--- src/rtl/waypoint_sequencer_if.sv ---
// Bus bundle for waypoint_sequencer: waypoint load, route control, car/nav inputs
// and gated outputs. slave = the sequencer, master = whatever drives it.
interface waypoint_sequencer_if #(
  parameter int NUM_WP  = 8,
  parameter int COORD_W = 32
);
  localparam int AW = $clog2(NUM_WP);

  logic               wp_we;
  logic [AW-1:0]      wp_addr;
  logic [COORD_W-1:0] wp_x;
  logic [COORD_W-1:0] wp_y;
  logic               start;
  logic [AW:0]        route_len;
  logic               abort;
  logic [COORD_W-1:0] carX;
  logic [COORD_W-1:0] carY;
  logic [1:0]         nav_rWheel;
  logic [1:0]         nav_lWheel;
  logic [COORD_W-1:0] tarX;
  logic [COORD_W-1:0] tarY;
  logic [1:0]         rWheel;
  logic [1:0]         lWheel;
  logic [AW-1:0]      wp_idx;
  logic               wp_arrived;
  logic               busy;
  logic               done;
  logic [2:0]         dbg_state;

  modport slave (
    input  wp_we, wp_addr, wp_x, wp_y, start, route_len, abort,
    input  carX, carY, nav_rWheel, nav_lWheel,
    output tarX, tarY, rWheel, lWheel, wp_idx, wp_arrived, busy, done, dbg_state
  );

  modport master (
    output wp_we, wp_addr, wp_x, wp_y, start, route_len, abort,
    output carX, carY, nav_rWheel, nav_lWheel,
    input  tarX, tarY, rWheel, lWheel, wp_idx, wp_arrived, busy, done, dbg_state
  );
endinterface

--- src/rtl/waypoint_sequencer.sv ---
// Route controller: steps through stored waypoints, settles on each, gates wheels.
// Optional WP_LOOP_EN: the route wraps to waypoint 0 forever instead of finishing.
module waypoint_sequencer #(
  parameter int NUM_WP        = 8,
  parameter int COORD_W       = 32,
  parameter int ARRIVE_TOL    = 50,
  parameter int SETTLE_CYCLES = 4
) (
  input logic                 clk,
  input logic                 reset,
  waypoint_sequencer_if.slave bus
);
  localparam int AW = $clog2(NUM_WP);
  localparam int CW = $clog2(SETTLE_CYCLES + 1);

  typedef enum logic [2:0] {
    S_IDLE    = 3'd0,
    S_LOAD    = 3'd1,
    S_DRIVE   = 3'd2,
    S_SETTLE  = 3'd3,
    S_ADVANCE = 3'd4,
    S_DONE    = 3'd5
  } state_t;

  state_t             state_q, state_d;
  logic [AW-1:0]      idx_q, idx_d;
  logic [AW:0]        len_q, len_d;
  logic [CW-1:0]      cnt_q, cnt_d;
  logic               done_q, done_d;
  logic [COORD_W-1:0] tarx_q, tary_q;
  logic [1:0]         rwheel_q, rwheel_d, lwheel_q, lwheel_d;
  logic               arrived_q, arrived_d, busy_q, busy_d;
  logic               load_tar;

  logic [COORD_W-1:0] mem_x [NUM_WP];
  logic [COORD_W-1:0] mem_y [NUM_WP];

  logic [COORD_W-1:0] dx, dy;
  logic               in_tol;
  logic [AW:0]        len_clamped;
  logic               wr_en;

  // Distances are taken larger-minus-smaller so a car below the target never wraps.
  always_comb begin
    dx          = (bus.carX >= tarx_q) ? bus.carX - tarx_q : tarx_q - bus.carX;
    dy          = (bus.carY >= tary_q) ? bus.carY - tary_q : tary_q - bus.carY;
    in_tol      = (dx <= COORD_W'(ARRIVE_TOL)) && (dy <= COORD_W'(ARRIVE_TOL));
    len_clamped = (bus.route_len > (AW+1)'(NUM_WP)) ? (AW+1)'(NUM_WP) : bus.route_len;
    wr_en       = reset && bus.wp_we && !bus.abort &&
                  ((state_q == S_IDLE) || (state_q == S_DONE));
  end

  always_ff @(posedge clk) begin
    if (wr_en) begin
      mem_x[bus.wp_addr] <= bus.wp_x;
      mem_y[bus.wp_addr] <= bus.wp_y;
    end
  end

  always_comb begin
    state_d  = state_q;
    idx_d    = idx_q;
    len_d    = len_q;
    cnt_d    = cnt_q;
    done_d   = done_q;
    load_tar = 1'b0;

    case (state_q)
      S_IDLE, S_DONE: begin
        if (bus.start) begin
          len_d   = len_clamped;
          idx_d   = '0;
          cnt_d   = '0;
          done_d  = (len_clamped == '0);
          state_d = (len_clamped == '0) ? S_DONE : S_LOAD;
        end
      end
      S_LOAD: begin
        load_tar = 1'b1;
        cnt_d    = '0;
        state_d  = S_DRIVE;
      end
      S_DRIVE: begin
        if (in_tol) begin
          cnt_d   = CW'(1);
          state_d = S_SETTLE;
        end
      end
      S_SETTLE: begin
        if (!in_tol) begin
          cnt_d   = '0;
          state_d = S_DRIVE;
        end else if (cnt_q == CW'(SETTLE_CYCLES)) begin
          cnt_d   = '0;
          state_d = S_ADVANCE;
        end else begin
          cnt_d = cnt_q + CW'(1);
        end
      end
      S_ADVANCE: begin
        if ({1'b0, idx_q} == len_q - (AW+1)'(1)) begin
`ifdef WP_LOOP_EN
          idx_d   = '0;
          state_d = S_LOAD;
`else
          done_d  = 1'b1;
          state_d = S_DONE;
`endif
        end else begin
          idx_d   = idx_q + AW'(1);
          state_d = S_LOAD;
        end
      end
      default: state_d = S_IDLE;
    endcase

    // Abort wins over everything else, including a start or write in the same cycle.
    if (bus.abort) begin
      state_d  = S_IDLE;
      idx_d    = '0;
      cnt_d    = '0;
      done_d   = 1'b0;
      load_tar = 1'b0;
    end

    // Registered outputs follow the next state so they line up with the state they describe.
    busy_d    = (state_d == S_LOAD) || (state_d == S_DRIVE) ||
                (state_d == S_SETTLE) || (state_d == S_ADVANCE);
    arrived_d = (state_d == S_ADVANCE);
    rwheel_d  = (state_d == S_DRIVE) ? bus.nav_rWheel : 2'b00;
    lwheel_d  = (state_d == S_DRIVE) ? bus.nav_lWheel : 2'b00;
  end

  always_ff @(posedge clk) begin
    if (!reset) begin
      state_q   <= S_IDLE;
      idx_q     <= '0;
      len_q     <= '0;
      cnt_q     <= '0;
      done_q    <= 1'b0;
      tarx_q    <= '0;
      tary_q    <= '0;
      rwheel_q  <= 2'b00;
      lwheel_q  <= 2'b00;
      arrived_q <= 1'b0;
      busy_q    <= 1'b0;
    end else begin
      state_q   <= state_d;
      idx_q     <= idx_d;
      len_q     <= len_d;
      cnt_q     <= cnt_d;
      done_q    <= done_d;
      rwheel_q  <= rwheel_d;
      lwheel_q  <= lwheel_d;
      arrived_q <= arrived_d;
      busy_q    <= busy_d;
      if (load_tar) begin
        tarx_q <= mem_x[idx_q];
        tary_q <= mem_y[idx_q];
      end
    end
  end

  assign bus.tarX       = tarx_q;
  assign bus.tarY       = tary_q;
  assign bus.rWheel     = rwheel_q;
  assign bus.lWheel     = lwheel_q;
  assign bus.wp_idx     = idx_q;
  assign bus.wp_arrived = arrived_q;
  assign bus.busy       = busy_q;
  assign bus.done       = done_q;
  assign bus.dbg_state  = state_q;
endmodule

--- src/flat_wrapper.sv ---
// flat-port wrapper written by rule: the top's interface ports become plain ports
module waypoint_sequencer_flat 
#(
  parameter int NUM_WP        = 8,
  parameter int COORD_W       = 32,
  parameter int ARRIVE_TOL    = 50,
  parameter int SETTLE_CYCLES = 4
)
  (clk, reset, bus_wp_we, bus_wp_addr, bus_wp_x, bus_wp_y, bus_start, bus_route_len, bus_abort, bus_carX, bus_carY, bus_nav_rWheel, bus_nav_lWheel, bus_tarX, bus_tarY, bus_rWheel, bus_lWheel, bus_wp_idx, bus_wp_arrived, bus_busy, bus_done, bus_dbg_state);
  waypoint_sequencer_if #(.NUM_WP(NUM_WP), .COORD_W(COORD_W)) bus_i ();
  input logic clk;
  input logic reset;
  input wire logic [$bits(bus_i.wp_we)-1:0] bus_wp_we;
  input wire logic [$bits(bus_i.wp_addr)-1:0] bus_wp_addr;
  input wire logic [$bits(bus_i.wp_x)-1:0] bus_wp_x;
  input wire logic [$bits(bus_i.wp_y)-1:0] bus_wp_y;
  input wire logic [$bits(bus_i.start)-1:0] bus_start;
  input wire logic [$bits(bus_i.route_len)-1:0] bus_route_len;
  input wire logic [$bits(bus_i.abort)-1:0] bus_abort;
  input wire logic [$bits(bus_i.carX)-1:0] bus_carX;
  input wire logic [$bits(bus_i.carY)-1:0] bus_carY;
  input wire logic [$bits(bus_i.nav_rWheel)-1:0] bus_nav_rWheel;
  input wire logic [$bits(bus_i.nav_lWheel)-1:0] bus_nav_lWheel;
  output wire logic [$bits(bus_i.tarX)-1:0] bus_tarX;
  output wire logic [$bits(bus_i.tarY)-1:0] bus_tarY;
  output wire logic [$bits(bus_i.rWheel)-1:0] bus_rWheel;
  output wire logic [$bits(bus_i.lWheel)-1:0] bus_lWheel;
  output wire logic [$bits(bus_i.wp_idx)-1:0] bus_wp_idx;
  output wire logic [$bits(bus_i.wp_arrived)-1:0] bus_wp_arrived;
  output wire logic [$bits(bus_i.busy)-1:0] bus_busy;
  output wire logic [$bits(bus_i.done)-1:0] bus_done;
  output wire logic [$bits(bus_i.dbg_state)-1:0] bus_dbg_state;
  assign bus_i.wp_we = bus_wp_we;
  assign bus_i.wp_addr = bus_wp_addr;
  assign bus_i.wp_x = bus_wp_x;
  assign bus_i.wp_y = bus_wp_y;
  assign bus_i.start = bus_start;
  assign bus_i.route_len = bus_route_len;
  assign bus_i.abort = bus_abort;
  assign bus_i.carX = bus_carX;
  assign bus_i.carY = bus_carY;
  assign bus_i.nav_rWheel = bus_nav_rWheel;
  assign bus_i.nav_lWheel = bus_nav_lWheel;
  assign bus_tarX = bus_i.tarX;
  assign bus_tarY = bus_i.tarY;
  assign bus_rWheel = bus_i.rWheel;
  assign bus_lWheel = bus_i.lWheel;
  assign bus_wp_idx = bus_i.wp_idx;
  assign bus_wp_arrived = bus_i.wp_arrived;
  assign bus_busy = bus_i.busy;
  assign bus_done = bus_i.done;
  assign bus_dbg_state = bus_i.dbg_state;
  waypoint_sequencer #(.NUM_WP(NUM_WP), .COORD_W(COORD_W), .ARRIVE_TOL(ARRIVE_TOL), .SETTLE_CYCLES(SETTLE_CYCLES)) u_core (.clk(clk), .reset(reset), .bus(bus_i));
endmodule
--- config.mk ---
export PLATFORM = sky130hd
export DESIGN_NAME = waypoint_sequencer_flat
export DESIGN_NICKNAME = d
export VERILOG_FILES = /design/src/rtl/waypoint_sequencer_if.sv /design/src/rtl/waypoint_sequencer.sv /design/src/flat_wrapper.sv
export SDC_FILE = /design/constraint.sdc
export NUM_CORES = 1
export LEC_CHECK = 0
export CAP_MARGIN = 20
export CORE_AREA = 2 2 297 299
export CTS_CLUSTER_DIAMETER = 60
export DETAILED_ROUTE_END_ITERATION = 8
export DIE_AREA = 0 0 299 301
export PLACE_DENSITY = 0.59
export SLEW_MARGIN = 20
export SYNTH_ARGS = -nofsm -noshare
export SYNTH_HDL_FRONTEND = slang
export SYNTH_SLANG_ARGS = --single-unit
--- constraint.sdc ---
create_clock -name clk -period 7.45 [get_ports clk]
set_clock_uncertainty 0.2 [all_clocks]
set_input_delay 1.49 -clock clk [delete_from_list [all_inputs] [get_ports clk]]
set_output_delay 1.49 -clock clk [all_outputs]
set_load 0.02 [all_outputs]
==> results.cfg <==
[power_and_ir_drop]
p_comb_frac = 0.115
p_leak_nw = 12.39
switching_power_mw = 1.894
power_frac_clock = 0.404
intPower_mw = 5.760
swShare = 0.2475
ir_drop_mv = 0.1359
total_power_mw = 7.654
p_per_area_nw_per_um2 = 214.4
pwr-share-seq = 0.482

[synthesis]
yosysTopAreaCell = edfxtp_1
avgSynthCellArea_sq_um = 13.13
synth_enable_flop_cells = 512
yosys_most_used_dff = edfxtp_1
yosysSeqAreaShare = 0.5671
synthTopCellsByArea = edfxtp_1 (51%), mux4_2 (9.6%), dfxtp_1 (5.6%), ha_1 (5.4%), a21oi_1 (2.9%)
yosys_warnings = 0
async_flop_share = 0
post-synth-top-area-fraction = 0.5112
synth_fp_nets = 2568
synth_seq_cells = 596
syn_area_sq_um = 30070
synthCells = 2290
ys_types = 86

[timing]
finalMaxSlewViolations = 0
fin_ws_ps = 1154
min_period_ps = 6296
hold_violations = 0
setup_violations = 0
timing.fmax_mhz = 158.8
rsz0062_at_grt = false
period_share = 0.8451
slew_headroom = 0.2964
worst_pin_slew_ps = 1055
fin_setup_tns_ps = 0

[route]
num_vias = 20050
drtIter0Drc = 1678
vias_per_cell = 5.425
drc = 0
routed_wl_microns = 87960
wl_per_cell_microns = 23.80
drtPass1Iterations = 5
drtAntennaViolNets = 0

[global_route]
globalRouteOverflowTotal = 0
first_global_vias = 20060
grt_pass1_wl_microns = 129400
grt_start_max_net_pins = 129
antenna_found_initial = 10
grt_use_total = 0.1907

[setup_path]
crit_type = in -> reg
crit_family = compound AO/OA/AOI/OAI gates
critPathBufInv = 1
cp_cell_sequence = clkdlybuf4s50_1 -> ha_1 -> a21oi_1 -> o21ai_0 -> a2111oi_0 -> a21oi_1 -> nor2_2 -> o211ai_1 -> o32ai_1 -> nand4_1 -> nor4_1 -> nand4_2 -> or3_1 -> or2_1 -> a21oi_2
worst-r2r-setup-slack_ps = 2050
worst_ep_required_time_ps = 7770
slowest_stage = nor2_2
reg2reg_from = u_core.bus.tarX[25]
max_stage_delay_ps = 730
cp_common_cell = a21oi_1
r2r_end = u_core.bus.dbg_state[2]
cp.arrival_ps = 6620
end_kind = register
reg2reg_depth = 15
crit_fanout = 17
critPathLaunchType = input port

[clock_tree]
cts.reportedPaths.clkPinSlew_ps = 60
holdBufCountCts = 0
cts_buffers = 66
cts_tree = built
clockRootBuffer = clkbuf_16
cts_setup_buffers = 0
cts_max_level = 3
insertion_delay_ps = 600
cts_sinks = 596
clk_path_buf_depth = 3
cts-resized-gates = 0

[layout]
multiInputGateArea_sq_um = 11990
nFillCells = 8059
drive_above_1_share = 0.1146
fin_util = 0.4127
areaGrowthSynthToFinish_pct = 18.68
seqCellArea_sq_um = 17070
mostFrequentLayoutCells = edfxtp_1 (512), clkdlybuf4s50_1 (219), nand2_1 (182), a21oi_1 (174), inv_1 (156)
finish.instance_area_sq_um = 35690
nets = 2767
final_common_cell = edfxtp_1

[place]
io_buffer_count = 220
postPlaceCellArea_sq_um = 33610
pre_cts_slack_ps = 565.6
place.gp.congestion = 0.9368
dp_hpwl_microns = 61120

[worst_hold_path]
min_delay_path_depth = 2
hold_start = u_core.len_q[3]
hold_path.class = reg -> reg
min_to = u_core.len_q[3]

[die]
die_w_microns = 299
num_rows = 108
ios = 221
die_h_microns = 301
core_sq_um = 86480
die_area_sq_um = 90000
initial_core_util = 0.3477

[status]
status = finished, final reports clean

[job]
drv_cap = 0
## final cells by class
cell class	count	share of cell area
Sequential cell	596	0.4782
Multi-Input combinational cell	1414	0.3360
Timing Repair Buffer	255	0.07067
Clock buffer	88	0.05002
Tap cell	1155	0.04049
Inverter	156	0.01641
Clock inverter	30	0.008168
Antenna cell	1	0.00007011
## Yosys cell counts, types with 10 or more instances
master and count:
a211oi_1 14, a21boi_0 11, a21o_1 24, a21oi_1 174
a31oi_1 17, buf_1 18, buf_2 19, clkbuf_1 83
dfxtp_1 84, edfxtp_1 512, ha_1 130, inv_1 156
mux2i_1 84, mux4_2 128, nand2_1 182, nand2b_1 19
nand3_1 27, nand3b_1 10, nand4_1 33, nor2_1 95
nor2b_1 14, nor3_1 22, o211a_1 64, o211ai_1 16
o21a_1 23, o21ai_0 93, xnor2_1 48, xor2_1 20
## state kept, by name (all words and copies together), names as in the netlist
register / count
u_core.mem_x: 256
u_core.mem_y: 256
u_core.bus.tarX: 32
u_core.bus.tarY: 32
u_core.len_q: 4
u_core.bus.dbg_state: 3
u_core.bus.wp_idx: 3
u_core.cnt_q: 3
u_core.bus.lWheel: 2
u_core.bus.rWheel: 2
u_core.bus.busy: 1
u_core.bus.done: 1
u_core.bus.wp_arrived: 1
## tightest hold or removal path, stage by stage, from the launching register on
cell and delay [ps]:
dfxtp_1 320, nand2_1 50, a21boi_0 70
## per-stage QoR
step,cells,hold slack [ps]
3_5_place_dp,3576,279.6
4_1_cts,3694,287.3
6_report,3695,282.6
5_1_grt,3694,302.9
3_3_place_gp,3576,268.0
2_1_floorplan,2290,254.2
## metal layers
metal	vias to the layer above	track usage	routed length [microns]
met5	-	0	112
met4	16	0.04905	1863
met3	129	0.03608	5143
met2	591	0.3030	40510
met1	10150	0.2686	40320
li1	9164	-	-
## power groups by stage
stage	clock network, mW	registers [mW]	logic [mW]
4_1_cts	3.17	3.69	0.873
6_report	3.09	3.69	0.877
3_3_place_gp	0	3.75	0.866
2_1_floorplan	0	3.76	0.516
5_1_grt	3.29	3.69	0.947
3_5_place_dp	0	3.76	0.868
## cells by family after synthesis
group | share of synthesized area
adder cells (fa/ha/maj) | 0.05708
XOR/XNOR | 0.01980
flip-flops | 0.5671
AO/OA/AOI/OAI | 0.1194
AND/OR/NAND/NOR | 0.07447
multiplexers | 0.1257
buffers and inverters | 0.03636
## worst max-delay path by stage
stage	to	cells past startpoint	slack (ps)	start
CTS	u_core.bus.dbg_state[2]	15	1230	bus_carX[25]
global route	u_core.cnt_q[1]	15	960	bus_carX[25]
detailed placement	u_core.bus.dbg_state[2]	15	570	bus_carX[25]
global placement	u_core.bus.dbg_state[2]	15	660	bus_carX[25]
finish	u_core.bus.dbg_state[2]	15	1150	bus_carX[25]
floorplan	u_core.mem_x[0][0]	6	180	reset
Note: power is estimated with default switching activity, not from simulation.
==> edit (same settings) <==
Make the reset (`reset`) asynchronous in one clocked block.
--- a/src/rtl/waypoint_sequencer.sv
+++ b/src/rtl/waypoint_sequencer.sv
@@ -132,5 +132,5 @@
   end
 
-  always_ff @(posedge clk) begin
+  always_ff @(posedge clk or negedge reset) begin
     if (!reset) begin
       state_q   <= S_IDLE;
Function: differs if reset is asserted again (counterexample within 4 cycles, from zero or initial values and one cycle with reset low); with reset held inactive, the same outputs for 4 cycles.
==> edit against the unedited design <==
- synthesized area is 1.2% lower
- sequential share of layout area up 2.1 points
- wire length is 6.8% lower
- design area shrank 1.9%
- via count down 4.8%
- core utilization fell by 0.78 points
- final cell count down 2.2%
- setup slack improved by 19 ps
- count of clock-buffer cells in the layout down 19
- sequential cell count is the same
- critical path type unchanged
- highest routed layer unchanged
Power is not compared: it rests on default switching activity, and its combinational part moved more than twofold at a synthesized area within 25%.
==> edit: results (changes against the unedited design) <==
final WL=82.0 mm (-6.8%); Yosys cell types=81 (-5.8%); Critical Path Source=bus_carY[0]; Hold Crit Start=u_core.cnt_q[1]; largest net degree at the start of global routing=111 (-14%); hold_ws=314 ps (+31.9 ps); FF-to-FF End=u_core.cnt_q[2]; CTS HTree Levels=2 (-1); hold path cells=1 (-1); R2R setup slack=2110 ps (+60 ps); overall global routing resource usage=0.178 (-0.0124); global-route wire length before repair=123 mm (-5.1%); slowest stage delay, CP=660 ps (-70 ps); placed cell count=3508 (-1.9%); total number of vias=19100 (-4.8%); status=complete, no violations; Worst-Margin Slew=1220 ps (+163 ps); maximum fanout along the worst path=9 (-8); TritonCTS buffer count=54 (-18%); synth top area cells=edfxtp_1 (52%), mux4_2 (9.7%), dfrtp_1 (7.1%); vias per cell=5.28 (-2.6%); Filler cells=8048 (-0.14%); hold path endpoint=u_core.cnt_q[1]; initial antenna violation count=11 (+1); WP data arrival=6540 ps (-80 ps); CP max-delay cell=nor4_1; DRT Pass-1 Iters=7 (+2); post-synthesis sequential area ratio=0.588 (+0.0209); 1st-iter DRT viols=1873 (+12%)
edit: cell count changes in the layout (fill, tap and decap cells not counted), sizes merged, moves of 10 or more:
cell,change
o211a,-64
nor2,+62
nand2,-82
o21a,-10
clkbuf,-19
dfrtp,+84
nand4,-10
xor2,+14
inv,-13
dfxtp,-84
o21ai,+16
a21oi,+60
edit: stage by stage:
stage / area (µm²) / worst slack, ps
5_1_grt: 35000 / 861
3_3_place_gp: 33300 / 474
3_5_place_dp: 33300 / 490
4_1_cts: 35000 / 1090
2_1_floorplan: 29700 / 221
6_report: 35000 / 1170
edit: layout make-up:
class                           instances  share of cell area
Timing Repair Buffer                  254              0.0715
Antenna cell                            2            0.000143
Sequential cell                       596               0.499
Clock buffer                           69              0.0417
Tap cell                             1155              0.0413
Inverter                              148              0.0159
Multi-Input combinational cell       1355               0.323
Clock inverter                         33             0.00761
edit: cells by family after synthesis:
| family | Yosys count | synth area share |
|---|---|---|
| flops | 596 | 0.588 |
| compound gates | 504 | 0.101 |
| simple gates | 416 | 0.0669 |
| buf+inv | 260 | 0.0346 |
| mux | 217 | 0.127 |
| fa+ha+maj | 134 | 0.0574 |
| xor+xnor | 84 | 0.0248 |
edit: routing by layer:
| metal | wire length (µm) | GRT usage |
|---|---|---|
| met5 | 108 | 0 |
| met4 | 1720 | 0.0418 |
| met3 | 4440 | 0.0289 |
| met2 | 38700 | 0.288 |
| met1 | 37000 | 0.252 |
edit: where the power goes:
| group | switching [mW] | internal (mW) |
|---|---|---|
| clock network | 1.19 | 1.50 |
| registers | 0.192 | 3.74 |
| logic | 1.65 | 1.04 |
